===== src/rtl/mem_stage_ctrl_if.sv =====
// Bundle of the EX/MEM-side inputs, the data-memory port and the MEM/WB-side
// results of the memory-stage controller.
interface mem_stage_ctrl_if #(
   parameter int ADDR_WIDTH = 11
);
   logic                  in_valid;
   logic [2:0]            op;
   logic [31:0]           addr;
   logic [15:0]           wdata;
   logic [31:0]           pc_ret;
   logic                  stall;
   logic [31:0]           mem_address;
   logic [15:0]           mem_write_data;
   logic                  mem_read;
   logic                  mem_write;
   logic                  mem_cs;
   logic [15:0]           mem_read_data;
   logic [31:0]           result_data;
   logic                  result_valid;
   logic [ADDR_WIDTH-1:0] sp;
   logic                  exc_overflow;
   logic                  exc_underflow;

   modport master (
      output in_valid, op, addr, wdata, pc_ret, mem_read_data,
      input  stall, mem_address, mem_write_data, mem_read, mem_write, mem_cs,
             result_data, result_valid, sp, exc_overflow, exc_underflow
   );

   modport slave (
      input  in_valid, op, addr, wdata, pc_ret, mem_read_data,
      output stall, mem_address, mem_write_data, mem_read, mem_write, mem_cs,
             result_data, result_valid, sp, exc_overflow, exc_underflow
   );
endinterface


===== src/rtl/mem_stage_ctrl.sv =====
// Memory-stage controller: decodes memory ops, drives the data memory, owns
// the stack pointer and splits 32-bit CALL/RET frames into two word accesses.
module mem_stage_ctrl #(
   parameter int                    ADDR_WIDTH  = 11,
   parameter logic [ADDR_WIDTH-1:0] SP_RESET    = 11'h7FF,
   parameter logic [ADDR_WIDTH-1:0] STACK_LIMIT = 11'h400
) (
   input logic            clk,
   input logic            rst,
   mem_stage_ctrl_if.slave bus
);

   localparam logic [2:0] OP_LOAD  = 3'd1;
   localparam logic [2:0] OP_STORE = 3'd2;
   localparam logic [2:0] OP_PUSH  = 3'd3;
   localparam logic [2:0] OP_POP   = 3'd4;
   localparam logic [2:0] OP_CALL  = 3'd5;
   localparam logic [2:0] OP_RET   = 3'd6;

   localparam logic [ADDR_WIDTH-1:0] CALL_LIMIT = STACK_LIMIT + 1'b1;
   localparam logic [ADDR_WIDTH-1:0] RET_LIMIT  = SP_RESET - 2'd2;

   typedef enum logic {IDLE, SECOND} state_t;

   state_t                state, stateNext;
   logic [ADDR_WIDTH-1:0] spReg, spNext, spUp, spDown;
   logic                  secondIsRet, secondIsRetNext;
   logic [15:0]           hold, holdNext;
   logic [31:0]           resultReg, resultNext;
   logic                  validReg, validNext;
   logic                  ovfReg, ovfNext;
   logic                  unfReg, unfNext;
   logic                  rd, wr, stallC;
   logic [ADDR_WIDTH-1:0] memAddr;
   logic [15:0]           memData;
   logic                  unusedAddrBits;

   // Address bits above the memory width alias onto the same words.
   assign unusedAddrBits = ^bus.addr[31:ADDR_WIDTH];

   assign spUp   = spReg + 1'b1;
   assign spDown = spReg - 1'b1;

   // State, stack pointer and the registered MEM/WB outputs.
   always_ff @(posedge clk) begin
      if (rst) begin
         state       <= IDLE;
         spReg       <= SP_RESET;
         secondIsRet <= 1'b0;
         hold        <= '0;
         resultReg   <= '0;
         validReg    <= 1'b0;
         ovfReg      <= 1'b0;
         unfReg      <= 1'b0;
      end else begin
         state       <= stateNext;
         spReg       <= spNext;
         secondIsRet <= secondIsRetNext;
         hold        <= holdNext;
         resultReg   <= resultNext;
         validReg    <= validNext;
         ovfReg      <= ovfNext;
         unfReg      <= unfNext;
      end
   end

   // Decode and sequencing; a reset cycle issues no memory access so an
   // interrupted CALL stops after its first word.
   always_comb begin
      stateNext       = state;
      spNext          = spReg;
      secondIsRetNext = secondIsRet;
      holdNext        = hold;
      resultNext      = resultReg;
      validNext       = 1'b0;
      ovfNext         = 1'b0;
      unfNext         = 1'b0;
      rd              = 1'b0;
      wr              = 1'b0;
      stallC          = 1'b0;
      memAddr         = '0;
      memData         = '0;
      if (!rst) begin
         if (state == SECOND) begin
            stateNext = IDLE;
            if (secondIsRet) begin
               rd         = 1'b1;
               memAddr    = spUp;
               resultNext = {bus.mem_read_data, hold};
               validNext  = 1'b1;
               spNext     = spUp;
            end else begin
               wr      = 1'b1;
               memAddr = spReg;
               memData = bus.pc_ret[15:0];
               spNext  = spDown;
            end
         end else if (bus.in_valid) begin
            case (bus.op)
               OP_LOAD: begin
                  rd         = 1'b1;
                  memAddr    = bus.addr[ADDR_WIDTH-1:0];
                  resultNext = {16'h0, bus.mem_read_data};
                  validNext  = 1'b1;
               end
               OP_STORE: begin
                  wr      = 1'b1;
                  memAddr = bus.addr[ADDR_WIDTH-1:0];
                  memData = bus.wdata;
               end
               OP_PUSH: begin
                  if (spReg >= STACK_LIMIT) begin
                     wr      = 1'b1;
                     memAddr = spReg;
                     memData = bus.wdata;
                     spNext  = spDown;
                  end else begin
                     ovfNext = 1'b1;
                  end
               end
               OP_POP: begin
                  if (spReg < SP_RESET) begin
                     rd         = 1'b1;
                     memAddr    = spUp;
                     resultNext = {16'h0, bus.mem_read_data};
                     validNext  = 1'b1;
                     spNext     = spUp;
                  end else begin
                     unfNext = 1'b1;
                  end
               end
               OP_CALL: begin
                  if (spReg >= CALL_LIMIT) begin
                     stallC          = 1'b1;
                     wr              = 1'b1;
                     memAddr         = spReg;
                     memData         = bus.pc_ret[31:16];
                     spNext          = spDown;
                     secondIsRetNext = 1'b0;
                     stateNext       = SECOND;
                  end else begin
                     ovfNext = 1'b1;
                  end
               end
               OP_RET: begin
                  if (spReg <= RET_LIMIT) begin
                     stallC          = 1'b1;
                     rd              = 1'b1;
                     memAddr         = spUp;
                     holdNext        = bus.mem_read_data;
                     spNext          = spUp;
                     secondIsRetNext = 1'b1;
                     stateNext       = SECOND;
                  end else begin
                     unfNext = 1'b1;
                  end
               end
               default: ;
            endcase
         end
      end
   end

   assign bus.stall          = stallC;
   assign bus.mem_read       = rd;
   assign bus.mem_write      = wr;
   assign bus.mem_cs         = rd | wr;
   assign bus.mem_address    = {{(32-ADDR_WIDTH){1'b0}}, memAddr};
   assign bus.mem_write_data = memData;
   assign bus.result_data    = resultReg;
   assign bus.result_valid   = validReg;
   assign bus.sp             = spReg;
   assign bus.exc_overflow   = ovfReg;
   assign bus.exc_underflow  = unfReg;

endmodule


===== src/flat_wrapper.sv =====
// flat-port wrapper written by rule: the top's interface ports become plain ports
module mem_stage_ctrl_flat 
#(
   parameter int                    ADDR_WIDTH  = 11,
   parameter logic [ADDR_WIDTH-1:0] SP_RESET    = 11'h7FF,
   parameter logic [ADDR_WIDTH-1:0] STACK_LIMIT = 11'h400
)
  (clk, rst, bus_in_valid, bus_op, bus_addr, bus_wdata, bus_pc_ret, bus_mem_read_data, bus_stall, bus_mem_address, bus_mem_write_data, bus_mem_read, bus_mem_write, bus_mem_cs, bus_result_data, bus_result_valid, bus_sp, bus_exc_overflow, bus_exc_underflow);
  mem_stage_ctrl_if #(.ADDR_WIDTH(ADDR_WIDTH)) bus_i ();
  input logic clk;
  input logic rst;
  input wire logic [$bits(bus_i.in_valid)-1:0] bus_in_valid;
  input wire logic [$bits(bus_i.op)-1:0] bus_op;
  input wire logic [$bits(bus_i.addr)-1:0] bus_addr;
  input wire logic [$bits(bus_i.wdata)-1:0] bus_wdata;
  input wire logic [$bits(bus_i.pc_ret)-1:0] bus_pc_ret;
  input wire logic [$bits(bus_i.mem_read_data)-1:0] bus_mem_read_data;
  output wire logic [$bits(bus_i.stall)-1:0] bus_stall;
  output wire logic [$bits(bus_i.mem_address)-1:0] bus_mem_address;
  output wire logic [$bits(bus_i.mem_write_data)-1:0] bus_mem_write_data;
  output wire logic [$bits(bus_i.mem_read)-1:0] bus_mem_read;
  output wire logic [$bits(bus_i.mem_write)-1:0] bus_mem_write;
  output wire logic [$bits(bus_i.mem_cs)-1:0] bus_mem_cs;
  output wire logic [$bits(bus_i.result_data)-1:0] bus_result_data;
  output wire logic [$bits(bus_i.result_valid)-1:0] bus_result_valid;
  output wire logic [$bits(bus_i.sp)-1:0] bus_sp;
  output wire logic [$bits(bus_i.exc_overflow)-1:0] bus_exc_overflow;
  output wire logic [$bits(bus_i.exc_underflow)-1:0] bus_exc_underflow;
  assign bus_i.in_valid = bus_in_valid;
  assign bus_i.op = bus_op;
  assign bus_i.addr = bus_addr;
  assign bus_i.wdata = bus_wdata;
  assign bus_i.pc_ret = bus_pc_ret;
  assign bus_i.mem_read_data = bus_mem_read_data;
  assign bus_stall = bus_i.stall;
  assign bus_mem_address = bus_i.mem_address;
  assign bus_mem_write_data = bus_i.mem_write_data;
  assign bus_mem_read = bus_i.mem_read;
  assign bus_mem_write = bus_i.mem_write;
  assign bus_mem_cs = bus_i.mem_cs;
  assign bus_result_data = bus_i.result_data;
  assign bus_result_valid = bus_i.result_valid;
  assign bus_sp = bus_i.sp;
  assign bus_exc_overflow = bus_i.exc_overflow;
  assign bus_exc_underflow = bus_i.exc_underflow;
  mem_stage_ctrl #(.ADDR_WIDTH(ADDR_WIDTH), .SP_RESET(SP_RESET), .STACK_LIMIT(STACK_LIMIT)) u_core (.clk(clk), .rst(rst), .bus(bus_i));
endmodule

===== config.mk =====
export PLATFORM = sky130hd
export DESIGN_NAME = mem_stage_ctrl_flat
export DESIGN_NICKNAME = d
export VERILOG_FILES = /design/src/rtl/mem_stage_ctrl_if.sv /design/src/rtl/mem_stage_ctrl.sv /design/src/flat_wrapper.sv
export SDC_FILE = /design/constraint.sdc
export NUM_CORES = 1
export LEC_CHECK = 0
export ABC_CLOCK_PERIOD_IN_PS = 2750
export CORE_ASPECT_RATIO = 2
export CORE_MARGIN = 5
export CORE_UTILIZATION = 42
export CTS_CLUSTER_DIAMETER = 120
export DETAILED_ROUTE_END_ITERATION = 16
export PLACE_DENSITY = 0.82
export SETUP_SLACK_MARGIN = 0.2
export SLEW_MARGIN = 20
export SYNTH_ARGS = -nofsm -noshare
export SYNTH_HDL_FRONTEND = slang
export SYNTH_SLANG_ARGS = --single-unit

===== constraint.sdc =====
create_clock -name clk -period 2.75 [get_ports clk]
set_input_delay 0.275 -clock clk [delete_from_list [all_inputs] [get_ports clk]]
set_output_delay 0.275 -clock clk [all_outputs]
set_load 0.01 [all_outputs]

Word level (Yosys, flattened, before mapping)
Index checks and enable logic that the tools add are counted.
{"block": "totals", "ff_bits": 64, "in_bits": 102, "out_inout_bits": 98, "wordCells": 99}
{"block": "op_classes", "addsub": 2, "order_cmp": 4, "n_eq_ne": 13, "mux": 59, "bitwise_logic": 3, "reduce_logical": 10}
{"operator": "2-to-1 mux 11 bit", "n": 15}
{"operator": "2-to-1 mux 32 bit", "n": 4}
{"operator": "2-to-1 mux 16 bit", "n": 6}
{"operator": "one-hot mux 32 bit (2 select lines)", "n": 1}
{"operator": "one-hot mux 11 bit (5 select lines)", "n": 1}
{"operator": "one-hot mux 16 bit (3 select lines)", "n": 1}
{"operator": "one-hot mux 11 bit (4 select lines)", "n": 1}
{"operator": "2-to-1 mux 1 bit", "n": 23}
{"operator": ">= comparator 11 bit (second input constant)", "n": 2}
{"operator": "inequality test 3 x 1 -> 1 bit (second input constant)", "n": 4}
{"operator": "adder 11 x 1 -> 11 bit (second input constant)", "n": 1}
{"operator": "less-or-equal comparator 11 bit (second input constant)", "n": 1}
{"operator": "less-than comparator 11 bit (second input constant)", "n": 1}
{"operator": "subtractor 11 x 1 -> 11 bit (second input constant)", "n": 1}
{"operator": "one-hot mux 1 bit (2 select lines)", "n": 5}
{"operator": "equality test 3 bit (second input constant)", "n": 3}
{"operator": "AND reduction 4 bit", "n": 2}
{"operator": "equality test 3 x 2 -> 1 bit (second input constant)", "n": 2}
{"operator": "one-hot mux 1 bit (3 select lines)", "n": 2}
{"operator": "AND reduction 6 bit", "n": 1}
{"operator": "AND reduction 5 bit", "n": 1}
{"operator": "nonzero test 5 bit", "n": 1}
{"operator": "inequality test 2 x 1 -> 1 bit (second input constant)", "n": 2}
{"operator": "nonzero test 2 bit", "n": 2}
{"operator": "7 further kinds", "n": 8}

Logic depth before layout (Yosys ltp)
Gate-level depths: netlist of run 1.
{"block": "logic_depth", "depth_word": 7, "ltp_mapped": 11, "ltp_nobuf": 8}

Worst setup path before layout of run 1
No wires, ideal clock.
{"block": "synth_path", "kind": "register to output", "startpoint": "register u_core.spReg[1], in the netlist u_core.bus.sp[1]", "endpoint": "output port bus_mem_write_data[10]", "arrival_time_ns": 2.194, "slack_ns": 0.281, "stages_incl_launch_ff": 9, "cell_sequence": "dfxtp_1 buf_6 or4_4 o41ai_4 a21o_2 nor2_2 buf_6 a222oi_1 inv_1"}
{"block": "synth_between", "elab_chain_len": 6}
{"item": "from (decl)", "line": "mem_stage_ctrl.sv:26", "source": "logic [ADDR_WIDTH-1:0] spReg, spNext, spUp, spDown;"}
{"item": "from (signal assigned)", "line": "mem_stage_ctrl.sv:57", "source": "spReg <= spNext;"}
{"item": ">= comparator 11 bit, on equally long branches", "line": "mem_stage_ctrl.sv:133, mem_stage_ctrl.sv:112"}
{"item": "2-to-1 mux 16 bit, on equally long branches", "line": "mem_stage_ctrl.sv:133, mem_stage_ctrl.sv:112"}
{"item": "one-hot mux 16 bit (3 select lines) (*)", "line": "mem_stage_ctrl.sv:99", "source": "case (bus.op)"}
{"item": "2-to-1 mux 16 bit (*)", "line": "mem_stage_ctrl.sv:98", "source": "end else if (bus.in_valid) begin"}
{"item": "2-to-1 mux 16 bit (*)", "line": "mem_stage_ctrl.sv:84", "source": "if (state == SECOND) begin"}
{"item": "2-to-1 mux 16 bit (*)", "line": "mem_stage_ctrl.sv:83", "source": "if (!rst) begin"}
{"item": "to (decl)", "line": "flat_wrapper.sv:20", "source": "output wire logic [$bits(bus_i.mem_write_data)-1:0] bus_mem_write_data;"}
Mark *: on every way between the ends. The rest lies on a longest branch, timed or not.

Worst setup path after layout of run 1
{"block": "layout_path", "startpoint": "register u_core.spReg[1], in the netlist u_core.bus.sp[1]", "endpoint": "output port bus_mem_cs"}
{"block": "layout_between", "elab_chain_len": 7}
{"item": "less-or-equal comparator 11 bit (tied with other cells)", "line": "mem_stage_ctrl.sv:146", "source": "if (spReg <= RET_LIMIT) begin"}
{"item": "2-to-1 mux 1 bit, on equally long branches"}
{"item": "one-hot mux 1 bit (3 select lines)", "line": "mem_stage_ctrl.sv:99"}
{"item": "2-to-1 mux 1 bit", "line": "mem_stage_ctrl.sv:98"}
{"item": "2-to-1 mux 1 bit", "line": "mem_stage_ctrl.sv:84"}
{"item": "2-to-1 mux 1 bit", "line": "mem_stage_ctrl.sv:83"}
{"item": "OR 1 bit (*)", "line": "mem_stage_ctrl.sv:167", "source": "assign bus.mem_cs = rd | wr;"}
{"item": "to (decl)", "line": "flat_wrapper.sv:23", "source": "output wire logic [$bits(bus_i.mem_cs)-1:0] bus_mem_cs;"}
Marked as above.

==> results of run 1 <==
==> path summary, 6_finish.rpt <==
path | slack [ns] | cells past startpoint | to
worst max register to register | 0.21 | 14 | u_core.secondIsRet
worst min-delay path | 0.41 | 4 | u_core.bus.sp[0]
worst max-delay path | -0.16 | 9 | bus_mem_cs
worst min register to register | 0.50 | 2 | u_core.hold[8]
==> cells by family after synthesis <==
| logic type | synth area share (%) |
|---|---|
| multiplexers | 11.9 |
| AND/OR/NAND/NOR | 23.1 |
| buffers and inverters | 10.7 |
| other | 0.0873 |
| AO/OA/AOI/OAI | 19.8 |
| XOR/XNOR | 3.46 |
| flip-flops | 29.8 |
| adder cells (fa/ha/maj) | 1.16 |
==> placed cells by master, fill, tap and decap left out, types with 4 or more instances in the layout <==
master           instances
a41oi_2                  5
or3_1                    8
a21oi_1                  7
dfxtp_1                 61
xor2_1                   6
a221oi_2                 4
nand4_1                  4
a21o_1                   4
xnor2_1                 11
nor2b_1                  4
nor2_1                  71
inv_1                   22
a31oi_1                  8
buf_6                   21
a222oi_1                16
nand3_1                 15
conb_1                  21
o21ai_1                 10
nor3_1                   9
and2_1                  18
nand2b_1                 6
buf_2                   27
nand2_1                 27
a211oi_1                20
mux2i_1                 51
clkdlybuf4s50_1        125
buf_4                   86
clkbuf_16                9
==> cells in the mapped netlist (7+ instances only) <==
library cell / count / area share, %
a222oi_1: 16 / 3.7
nor3_1: 9 / 1.0
or3_1: 9 / 1.3
inv_1: 23 / 2.0
and2_1: 18 / 2.6
buf_4: 22 / 3.8
o21ai_0: 8 / 0.93
clkbuf_1: 34 / 3.0
dfxtp_1: 64 / 30
o21ai_1: 7 / 0.82
a21oi_1: 10 / 1.2
nor4_1: 8 / 1.2
a211oi_1: 20 / 3.5
nand2_1: 30 / 2.6
nand3_1: 18 / 2.1
xnor2_1: 11 / 2.2
mux2i_1: 51 / 12
a31oi_1: 8 / 1.2
nor2_1: 72 / 6.3
==> power groups by stage <==
| stage | combinational [mW] | sequential [mW] | clock (mW) |
|---|---|---|---|
| CTS | 1.03 | 0.988 | 1.36 |
| finish | 1.10 | 0.989 | 1.36 |
| global placement | 0.911 | 1.00 | 0 |
| global route | 1.17 | 0.992 | 1.42 |
| floorplan | 0.450 | 1.02 | 0 |
| detailed placement | 0.924 | 1.00 | 0 |
==> final cells by class <==
| cell class | instances | area share, % |
|---|---|---|
| flip-flops and latches | 64 | 17.9 |
| clock buffers | 10 | 3.33 |
| well taps | 135 | 2.36 |
| clock inverters | 6 | 1.62 |
| repair buffers | 262 | 32.4 |
| multi-input cells | 403 | 41.1 |
| inverters | 23 | 1.24 |
==> tightest hold or removal path, stage by stage <==
cell	delay (ns)
buf_2	0.09
inv_1	0.07
buf_4	0.20
nand2_1	0.08
==> layer usage <==
layer / routed length, um / part of all wire, % / GRT usage (%) / vias to the layer above
li1: - / - / - / 2350
met1: 5700 / 33 / 26.9 / 2392
met2: 8940 / 52 / 47.2 / 266
met3: 1320 / 7.7 / 6.54 / 83
met4: 1170 / 6.8 / 17.5 / 0
met5: 0 / 0 / 0 / -
==> metrics by stage <==
| stage | worst slack, ns | area [um2] | hold WS (ns) | cells |
|---|---|---|---|---|
| 4_1_cts | -0.160 | 7020 | 0.386 | 895 |
| 3_3_place_gp | -0.306 | 6400 | 0.472 | 866 |
| 2_1_floorplan | 0.281 | 4370 | 0.422 | 556 |
| 6_report | -0.163 | 7170 | 0.406 | 903 |
| 5_1_grt | -0.222 | 7170 | 0.426 | 903 |
| 3_5_place_dp | -0.417 | 6400 | 0.485 | 866 |
==> registers in the layout, summed over array words and instances (netlist names) <==
signal / count
u_core.bus.exc_overflow: 1
u_core.state: 1
u_core.secondIsRet: 1
u_core.bus.exc_underflow: 1
u_core.hold: 16
u_core.bus.result_valid: 1
u_core.bus.sp: 11
u_core.bus.result_data: 32
==> repair_timing <==
item                                    CTS  global route
setup buffers                            12             8
pin swaps                                42             9
endpoints found under the setup margin   31            31
gates resized for setup                 195            18
gates cloned                              1             0
==> metrics.md, run 1 <==
| Metric | Value |
|---|---|
| Run status | `complete, but fails checks` |
| Failing checks | `negative setup slack` |
| RSZ-0062 raised after global routing | `yes` |
| Die width | `81.5 um` |
| Register Area | `1280 um2` |
| CP dominant cell by count | `buf_6` |
| Synth Instances | `536` |
| Core Footprint | `just over 10000 um2` |
| IR drop worst, VDD | `530 uV` |
| Diode count | `0` |
| Tmin final | `~2.9 ns` |
| Routed len/inst | `19.0 um` |
| Clock Power Share | `~40%` |
| Fill cell count | `750` |
| Initial DRC Count | `388` |
| Syn Area/Cell | `between 8 and 9 um2` |
| DRT antenna net count | `0` |
| Via count | `between 5000 and 6000` |
| Ys flop type | `dfxtp_1` |
| Critical path type | `flip-flop to primary output` |
| Drt drc | `0` |
| Layout cells sized above 1 | `27.1%` |
| Synthesized area | `4300 um2` |
| Initial antenna violation count | `0` |
| Gr usage total | `between 20% and 30%` |
| Die footprint | `approximately 12000 um2` |
| Buf/Inv on CP | `3` |
| Hold Buf Count CTS | `0` |
| Pre-antenna DRT Iters | `7` |
| Die extent in y | `approximately 150 um` |
| Relative slew slack | `56.3%` |
| Synth-to-Final Area Change | `66.8%` |
| Largest net degree at the start of global routing | `54` |
| Int Power | `2.44 mW` |
| PortBufs | `~160` |
| EDFF count, synth | `0` |
| Via density | `5.64` |
| First-pass GRT wire length | `26400 um` |
| RR Startpoint | `u_core.bus.sp[1]` |
| Unique cell type count in the Yosys netlist | `66` |
| Seq pwr share | `28.6%` |
| Critical path cell sequence | `or4_4 > buf_6 > o41ai_4 > a21o_4 > buf_6 > a221o_1 > a21oi_2 > or2_1 > buf_2` |
| CTS Buf Count | `9` |
| Slew @ Worst Pin | `0.655 ns` |
| #FFs+latches synth | `between 60 and 70` |
| Vias in the first global route | `5301` |
| Final Util | `71.1%` |
| CP delay by family, top | `compound AO/OA/AOI/OAI gates` |
| Final setup fails | `27` |
| Area of the multi-input gates | `2950 um2` |
| Total routed wirelength | `roughly 17000 um` |
| Worst-skew pair later-pin latency | `0.34 ns` |
| Combinational power share | `31.9%` |
| Crit Path Max Fanout | `3` |
| Critical Path RT | `2.48 ns` |
| Root Driver | `clkbuf_16` |
| Hold crit path type | `input port to flip-flop` |
| Worst Skew | `0.0110 ns` |
| NetSw | `approximately 1 mW` |
| Total Power | `approximately 3.5 mW` |
| Max-cap violations | `0` |
| Worst-path clk slew | `0.06 ns` |
| Data arrival time of the worst path | `between 2 and 3 ns` |
| Slowest-stage cell, CP | `or4_4` |
| Final hold vios | `0` |
| # nets final | `869` |
| CP Launch Type | `flip-flop` |
| Hold path startpoint | `rst` |
| Register area share after synthesis | `29.8%` |
| Row cnt | `52` |
| Ys Warns | `0` |
| CP endpoint kind | `primary output` |
| CTS sink count | `64` |
| Leak | `2.99 nW` |
| Worst setup startpoint | `u_core.bus.sp[1]` |
| Grt ovf | `0` |
| RePlAce Congestion | `between 0.9 and 1` |
| Switching part of the total | `about 29%` |
| Period utilization | `106%` |
| FMAX | `343 MHz` |
| Ys async rst share | `0%` |
| Final HPWL DP | `12000 um` |
| IO Pins | `200` |
| Starting Density | `42.6%` |
| CTS max path bufs | `2` |
| Total negative slack | `-2.18 ns` |
| CP peak stage delay | `0.55 ns` |
| CTS H-tree depth | `3` |
| Max-slew violations | `0` |
| Power Density | `482 nW/um2` |
| TritonCTS clock tree | `done` |
| PnR worst setup slack | `-0.163 ns` |
No activity file was read; power rests on OpenSTA's default activity.
==> run 2, diff against run 1 <==
--- a/config.mk
+++ b/config.mk
@@ -6,7 +6,7 @@
 export NUM_CORES = 1
 export LEC_CHECK = 0
 export ABC_CLOCK_PERIOD_IN_PS = 2750
-export CORE_ASPECT_RATIO = 2
+export CORE_ASPECT_RATIO = 0.6
 export CORE_MARGIN = 5
 export CORE_UTILIZATION = 42
 export CTS_CLUSTER_DIAMETER = 120
==> run 2 against run 1 <==
  * The run still ends with negative setup slack left
  * Maximum frequency up 2.6%
  * Via count down 0.82%
  * Largest power group is now combinational logic
  * Highest routed layer unchanged
  * Critical path type unchanged
  * Utilization up 0.45 points
==> metrics.md, run 2 (synthesis results as in run 1) <==
| Metric | Value |
|---|---|
| RR Startpoint | `u_core.bus.sp[1]` |
| Slowest-stage cell, CP | `or4_4` |
| Grt ovf | `0 (unchanged)` |
| DRT antenna net count | `0 (unchanged)` |
| RSZ-0062 raised after global routing | `yes` |
| Buf/Inv on CP | `3 (unchanged)` |
| RePlAce Congestion | `0.985 (+5.6%)` |
| Max reg flops | `32 (unchanged)` |
| Tmin final | `2.84 ns (-0.0741 ns)` |
| Worst-skew pair later-pin latency | `0.33 ns (about the same)` |
| Row cnt | `28 (-46%)` |
| Period utilization | `103% (-2.7 points)` |
| Initial DRC Count | `379 (-2.3%)` |
| Final setup fails | `15 (-44%)` |
| Worst-path clk slew | `0.05 ns (about the same)` |
| FMAX | `352 MHz (+2.6%)` |
| Run status | `complete, but fails checks` |
| Drt drc | `0 (unchanged)` |
| CP endpoint kind | `primary output` |
| CP delay by family, top | `compound AO/OA/AOI/OAI gates` |
| Core Footprint | `9910 um2 (-1.7%)` |
| Initial antenna violation count | `1 (+1)` |
| Synth-to-Final Area Change | `65.1%` |
| Most frequent cells in the layout | `clkdlybuf4s50_1, buf_4, nor2_1` |
| CP peak stage delay | `0.57 ns (+0.02 ns)` |
| # nets final | `865 (-0.46%)` |
| Max-cap violations | `0 (unchanged)` |
| IO Pins | `200 (unchanged)` |
| End of the worst hold path | `u_core.bus.sp[2]` |
| Combinational power share | `34.5% (+2.6 points)` |
| CTS sink count | `64 (unchanged)` |
| Leak | `2.95 nW (-1.2%)` |
| Number of cells on the worst hold path | `4 (unchanged)` |
| Final HPWL DP | `12800 um (+6.6%)` |
| Die extent in y | `88.4 um (-42%)` |
| Final Util | `71.6% (+0.45 points)` |
| Starting Density | `43.3% (+0.73 points)` |
| Die width | `141 um (+72%)` |
| R2R cell count | `11 (-3)` |
| Largest net degree at the start of global routing | `54 (unchanged)` |
| Total routed wirelength | `17600 um (+2.7%)` |
| First-pass GRT wire length | `26100 um (-0.99%)` |
| CP Launch Type | `flip-flop` |
| CTS H-tree depth | `3 (unchanged)` |
| PnR worst setup slack | `-0.0891 ns (+0.0741 ns)` |
| Data arrival time of the worst path | `2.56 ns (-0.08 ns)` |
| Seq pwr share | `31.8% (+3.2 points)` |
| Crit Path Max Fanout | `8 (+5)` |
| Critical Path RT | `2.48 ns (about the same)` |
| Layout cells sized above 1 | `26.8% (-0.25 points)` |
| Max-slew violations | `0 (unchanged)` |
| PortBufs | `157 (unchanged)` |
| Gr usage total | `26.5% (-0.36 points)` |
| Most common cell after layout, fill and taps aside | `clkdlybuf4s50_1` |
| Via density | `5.61 (-0.49%)` |
| CTS max path bufs | `2 (unchanged)` |
| Worst Skew | `0.00485 ns (-0.00616 ns)` |
| Fill cell count | `738 (-1.6%)` |
| Relative slew slack | `31.0% (-25 points)` |
| Critical path cell sequence | `or4_4 > o41ai_4 > a21o_4 > nor2_4 > buf_12 > a222oi_1 > inv_1 > buf_2` |
| Root Driver | `clkbuf_16` |
| Pre-antenna DRT Iters | `8 (+1)` |
| Clock Power Share | `33.7% (-5.8 points)` |
| Int Power | `2.14 mW (-12%)` |
| Failing checks | `negative setup slack` |
| Power Density | `440 nW/um2 (-8.6%)` |
| Final hold vios | `0 (unchanged)` |
| Vias in the first global route | `4965 (-6.3%)` |
| Switching part of the total | `31.5% (+2.3 points)` |
| Hold WS | `0.387 ns (-0.0192 ns)` |
| IR drop worst, VDD | `435 uV (-18%)` |
| Worst reg2reg endpoint | `u_core.bus.sp[3]` |
| Total negative slack | `-0.586 ns (+1.59 ns)` |
| Routed len/inst | `19.6 um (+3.1%)` |
| Hold path startpoint | `rst` |
| Via count | `5049 (-0.82%)` |
| Slew @ Worst Pin | `1.03 ns (+0.376 ns)` |
| NetSw | `984 uW (-2.4%)` |
| Critical path type | `flip-flop to primary output` |
| Reg2Reg Setup Slack | `0.38 ns (+0.17 ns)` |
| TritonCTS clock tree | `done` |
| Hold crit path type | `input port to flip-flop` |
| Die footprint | `12400 um2 (-0.45%)` |
| CTS Buf Count | `9 (unchanged)` |
[run 2: per-layer routing]
| layer | track usage, % | wire, um |
|---|---|---|
| met1 | 34.6 | 7420 |
| met2 | 42.8 | 7980 |
| met3 | 8.69 | 1860 |
| met4 | 7.04 | 335 |
| met5 | 0 | 0 |
[run 2: worst reg2reg max path: cells and delay by family, from the launching register on]
family	cells	cell delay, ns
AO/OA/AOI/OAI	3	0.80
buffers and inverters	4	0.52
AND/OR/NAND/NOR	3	0.52
flip-flops	1	0.34
adder cells (fa/ha/maj)	1	0.13
[run 2: through the flow]
| stage | worst slack (ns) | std cells | total power [mW] | area (um2) |
|---|---|---|---|---|
| after floorplan | 0.281 | 556 | 1.47 | 4370 |
| after global placement | -0.324 | 868 | 1.95 | 6460 |
| after detailed placement | -0.317 | 868 | 1.96 | 6460 |
| after CTS | -0.0738 | 895 | 3.08 | 6960 |
| after global routing | -0.159 | 900 | 3.25 | 7090 |
| final | -0.0891 | 900 | 3.12 | 7090 |
[run 2: power by group through the flow]
stage	sequential (mW)	clock [mW]	combinational, mW
finish	0.993	1.05	1.08
global route	0.997	1.11	1.14
CTS	0.992	1.06	1.03
detailed placement	1.01	0	0.951
global placement	1.01	0	0.940
floorplan	1.02	0	0.450
[run 2: worst max-delay path by stage]
stage | startpoint | to | cells past startpoint
after detailed placement | bus_op[2] | bus_mem_write_data[9] | 10
after CTS | u_core.bus.sp[3] | bus_mem_write_data[9] | 8
after floorplan | u_core.bus.sp[1] | bus_mem_write_data[10] | 8
after global routing | u_core.bus.sp[3] | bus_mem_write_data[15] | 8
after global placement | bus_op[2] | bus_mem_address[6] | 8
final | u_core.bus.sp[3] | bus_mem_write_data[7] | 8
[run 2: final cells by class]
| cell class | instances | area (um2) | share of cell area (%) |
|---|---|---|---|
| multi-input combinational | 402 | 2930 | 41.2 |
| sequential | 64 | 1290 | 18.2 |
| tap | 135 | 169 | 2.38 |
| timing repair buffer | 259 | 2340 | 33.0 |
| inverter | 23 | 86.3 | 1.22 |
| clock inverter | 6 | 42.5 | 0.600 |
| antenna | 1 | 2.50 | 0.0353 |
| clock buffer | 10 | 239 | 3.37 |
[run 2: timing repair]
item,in CTS,in global routing
gates resized for setup,190,21
hold buffers,0,0
setup buffers,11,4
endpoints found under the setup margin,31,32
cloned,0,0
pin swaps,33,21
==> run 3, diff against run 2 <==
--- a/config.mk
+++ b/config.mk
@@ -9,6 +9,7 @@
 export CORE_ASPECT_RATIO = 0.6
 export CORE_MARGIN = 5
 export CORE_UTILIZATION = 42
+export CTS_BUF_LIST = sky130_fd_sc_hd__clkbuf_16
 export CTS_CLUSTER_DIAMETER = 120
 export DETAILED_ROUTE_END_ITERATION = 16
 export PLACE_DENSITY = 0.82
==> run 3 against run 2 <==
  * The run still ends with negative setup slack left
  * Utilization shrank 0.10 points
  * First-iteration DRC count grew 7.1%
  * Hold slack gained 0.0043 ns
  * Largest power group unchanged
  * Setup slack is essentially flat
  * Cell area shrank 0.14%
  * Global-route usage is essentially flat
  * Sequential share of layout area is essentially flat
==> metrics.md, run 3 (synthesis results as in run 1) <==
| Metric | Value |
|---|---|
| Worst-path clk slew | `0.05 ns (about the same)` |
| RePlAce Congestion | `0.985 (unchanged)` |
| Total negative slack | `-0.582 ns (+0.00434 ns)` |
| IR drop worst, VDD | `435 uV (-0.10%)` |
| R2R cell count | `11 (unchanged)` |
| Hold crit path type | `input port to flip-flop` |
| CP endpoint kind | `primary output` |
| Worst-skew pair later-pin latency | `0.33 ns (about the same)` |
| Root Driver | `clkbuf_16` |
| Final hold vios | `0 (unchanged)` |
| PnR worst setup slack | `-0.0893 ns (-0.000263 ns)` |
| Final HPWL DP | `12800 um (unchanged)` |
| Data arrival time of the worst path | `2.56 ns (about the same)` |
| FMAX | `352 MHz (about the same)` |
| Max reg flops | `32 (unchanged)` |
| Via density | `5.63 (+0.30%)` |
| Leak | `2.94 nW (-0.19%)` |
| Synth-to-Final Area Change | `64.8%` |
| Final setup fails | `15 (unchanged)` |
| Die width | `141 um (unchanged)` |
| Tmin final | `2.84 ns (+0.000263 ns)` |
| CTS Buf Count | `9 (unchanged)` |
| Number of cells on the worst hold path | `4 (unchanged)` |
| Most common cell after layout, fill and taps aside | `clkdlybuf4s50_1` |
| Period utilization | `103% (about the same)` |
| Initial antenna violation count | `1 (unchanged)` |
| Max-slew violations | `0 (unchanged)` |
| PortBufs | `157 (unchanged)` |
| Worst Skew | `0.00480 ns (-0.0000554 ns)` |
| Pre-antenna DRT Iters | `7 (-1)` |
| Critical Path RT | `2.48 ns (about the same)` |
| Power Density | `437 nW/um2 (-0.78%)` |
| Vias in the first global route | `4964 (-0.020%)` |
| CTS sink count | `64 (unchanged)` |
| Failing checks | `negative setup slack` |
| IO Pins | `200 (unchanged)` |
| Grt ovf | `0 (unchanged)` |
| Hold Buf Count CTS | `0 (unchanged)` |
| Die extent in y | `88.4 um (unchanged)` |
| TritonCTS clock tree | `done` |
| Routed len/inst | `19.6 um (+0.32%)` |
| DRT antenna net count | `0 (unchanged)` |
| Die footprint | `12400 um2 (unchanged)` |
| CTS max path bufs | `2 (unchanged)` |
| Max-cap violations | `0 (unchanged)` |
| Initial DRC Count | `406 (+7.1%)` |
| Gr usage total | `26.5% (about the same)` |
| Starting Density | `43.3% (unchanged)` |
| Layout cells sized above 1 | `26.7% (-0.13 points)` |
| Finished Cell Area | `7080 um2 (-0.14%)` |
| Placement Cell Area | `6460 um2 (unchanged)` |
| Run status | `complete, but fails checks` |
| Slew @ Worst Pin | `1.06 ns (+0.0250 ns)` |
| CP Launch Type | `flip-flop` |
| Core Footprint | `9910 um2 (unchanged)` |
| Total routed wirelength | `17700 um (+0.32%)` |
| Critical path type | `flip-flop to primary output` |
| Crit Path Max Fanout | `7 (-1)` |
| First-pass GRT wire length | `26100 um (about the same)` |
| Drt drc | `0 (unchanged)` |
| Row cnt | `28 (unchanged)` |
| Largest net degree at the start of global routing | `54 (unchanged)` |
| RSZ-0062 raised after global routing | `yes` |
| # nets final | `865 (unchanged)` |
| Relative slew slack | `29.3% (-1.7 points)` |
| Via count | `5064 (+0.30%)` |
| CTS H-tree depth | `3 (unchanged)` |
| Most frequent cells in the layout | `clkdlybuf4s50_1, buf_4, nor2_1` |
-- run 3: report_power, final --
group | internal (mW) | switching (mW) | leakage (nW)
sequential | 0.963 | 0.0305 | 0.518
clock | 0.607 | 0.419 | 0.129
combinational | 0.542 | 0.534 | 2.30
total | 2.11 | 0.983 | 2.94
-- run 3: what timing repair did --
item / CTS / global route
gates resized for setup: 190 / 21
setup endpoints to repair: 31 / 32
setup buffers: 11 / 4
pin swaps: 33 / 21
gates cloned: 0 / 0
-- run 3: metal layers --
| layer | GRT usage (%) | wire [um] | vias up |
|---|---|---|---|
| met2 | 42.9 | 7990 | 258 |
| li1 | - | - | 2340 |
| met4 | 7.04 | 390 | 0 |
| met5 | 0 | 0 | - |
| met3 | 8.69 | 1780 | 33 |
| met1 | 34.6 | 7490 | 2433 |
-- run 3: area by class of cell --
type	instances	area, um2
inverters	23	86.3
flip-flops and latches	64	1290
multi-input cells	402	2930
repair buffers	259	2340
clock buffers	9	225
diodes	1	2.50
well taps	135	169
clock inverters	7	46.3
fillers	747	2830
-- run 3: path summary, 6_finish.rpt --
| kind | slack [ns] | from | to |
|---|---|---|---|
| setup / recovery | -0.09 | u_core.bus.sp[3] | bus_mem_write_data[9] |
| hold / removal | 0.39 | rst | u_core.bus.sp[7] |
| setup reg to reg | 0.36 | u_core.bus.sp[1] | u_core.bus.sp[3] |
| hold reg to reg | 0.49 | u_core.bus.result_data[28] | u_core.bus.result_data[28] |
-- run 3: through the flow --
stage / hold slack, ns / cells / util, % / worst slack [ns] / power [mW]
6_report: 0.391 / 900 / 71.5 / -0.0893 / 3.09
5_1_grt: 0.419 / 900 / 71.5 / -0.159 / 3.22
4_1_cts: 0.362 / 895 / 70.1 / -0.0738 / 3.05
3_5_place_dp: 0.485 / 868 / 65.1 / -0.317 / 1.96
3_3_place_gp: 0.473 / 868 / 65.1 / -0.324 / 1.95
2_1_floorplan: 0.422 / 556 / - / 0.281 / 1.47
-- run 3: critical path, cell delays in order (launching register included) --
cell      delay (ns)
dfxtp_2         0.32
or4_4           0.57
o41ai_4         0.35
a21o_4          0.21
nor2_4          0.07
a222oi_1        0.40
buf_4           0.18
inv_2           0.03
buf_6           0.11
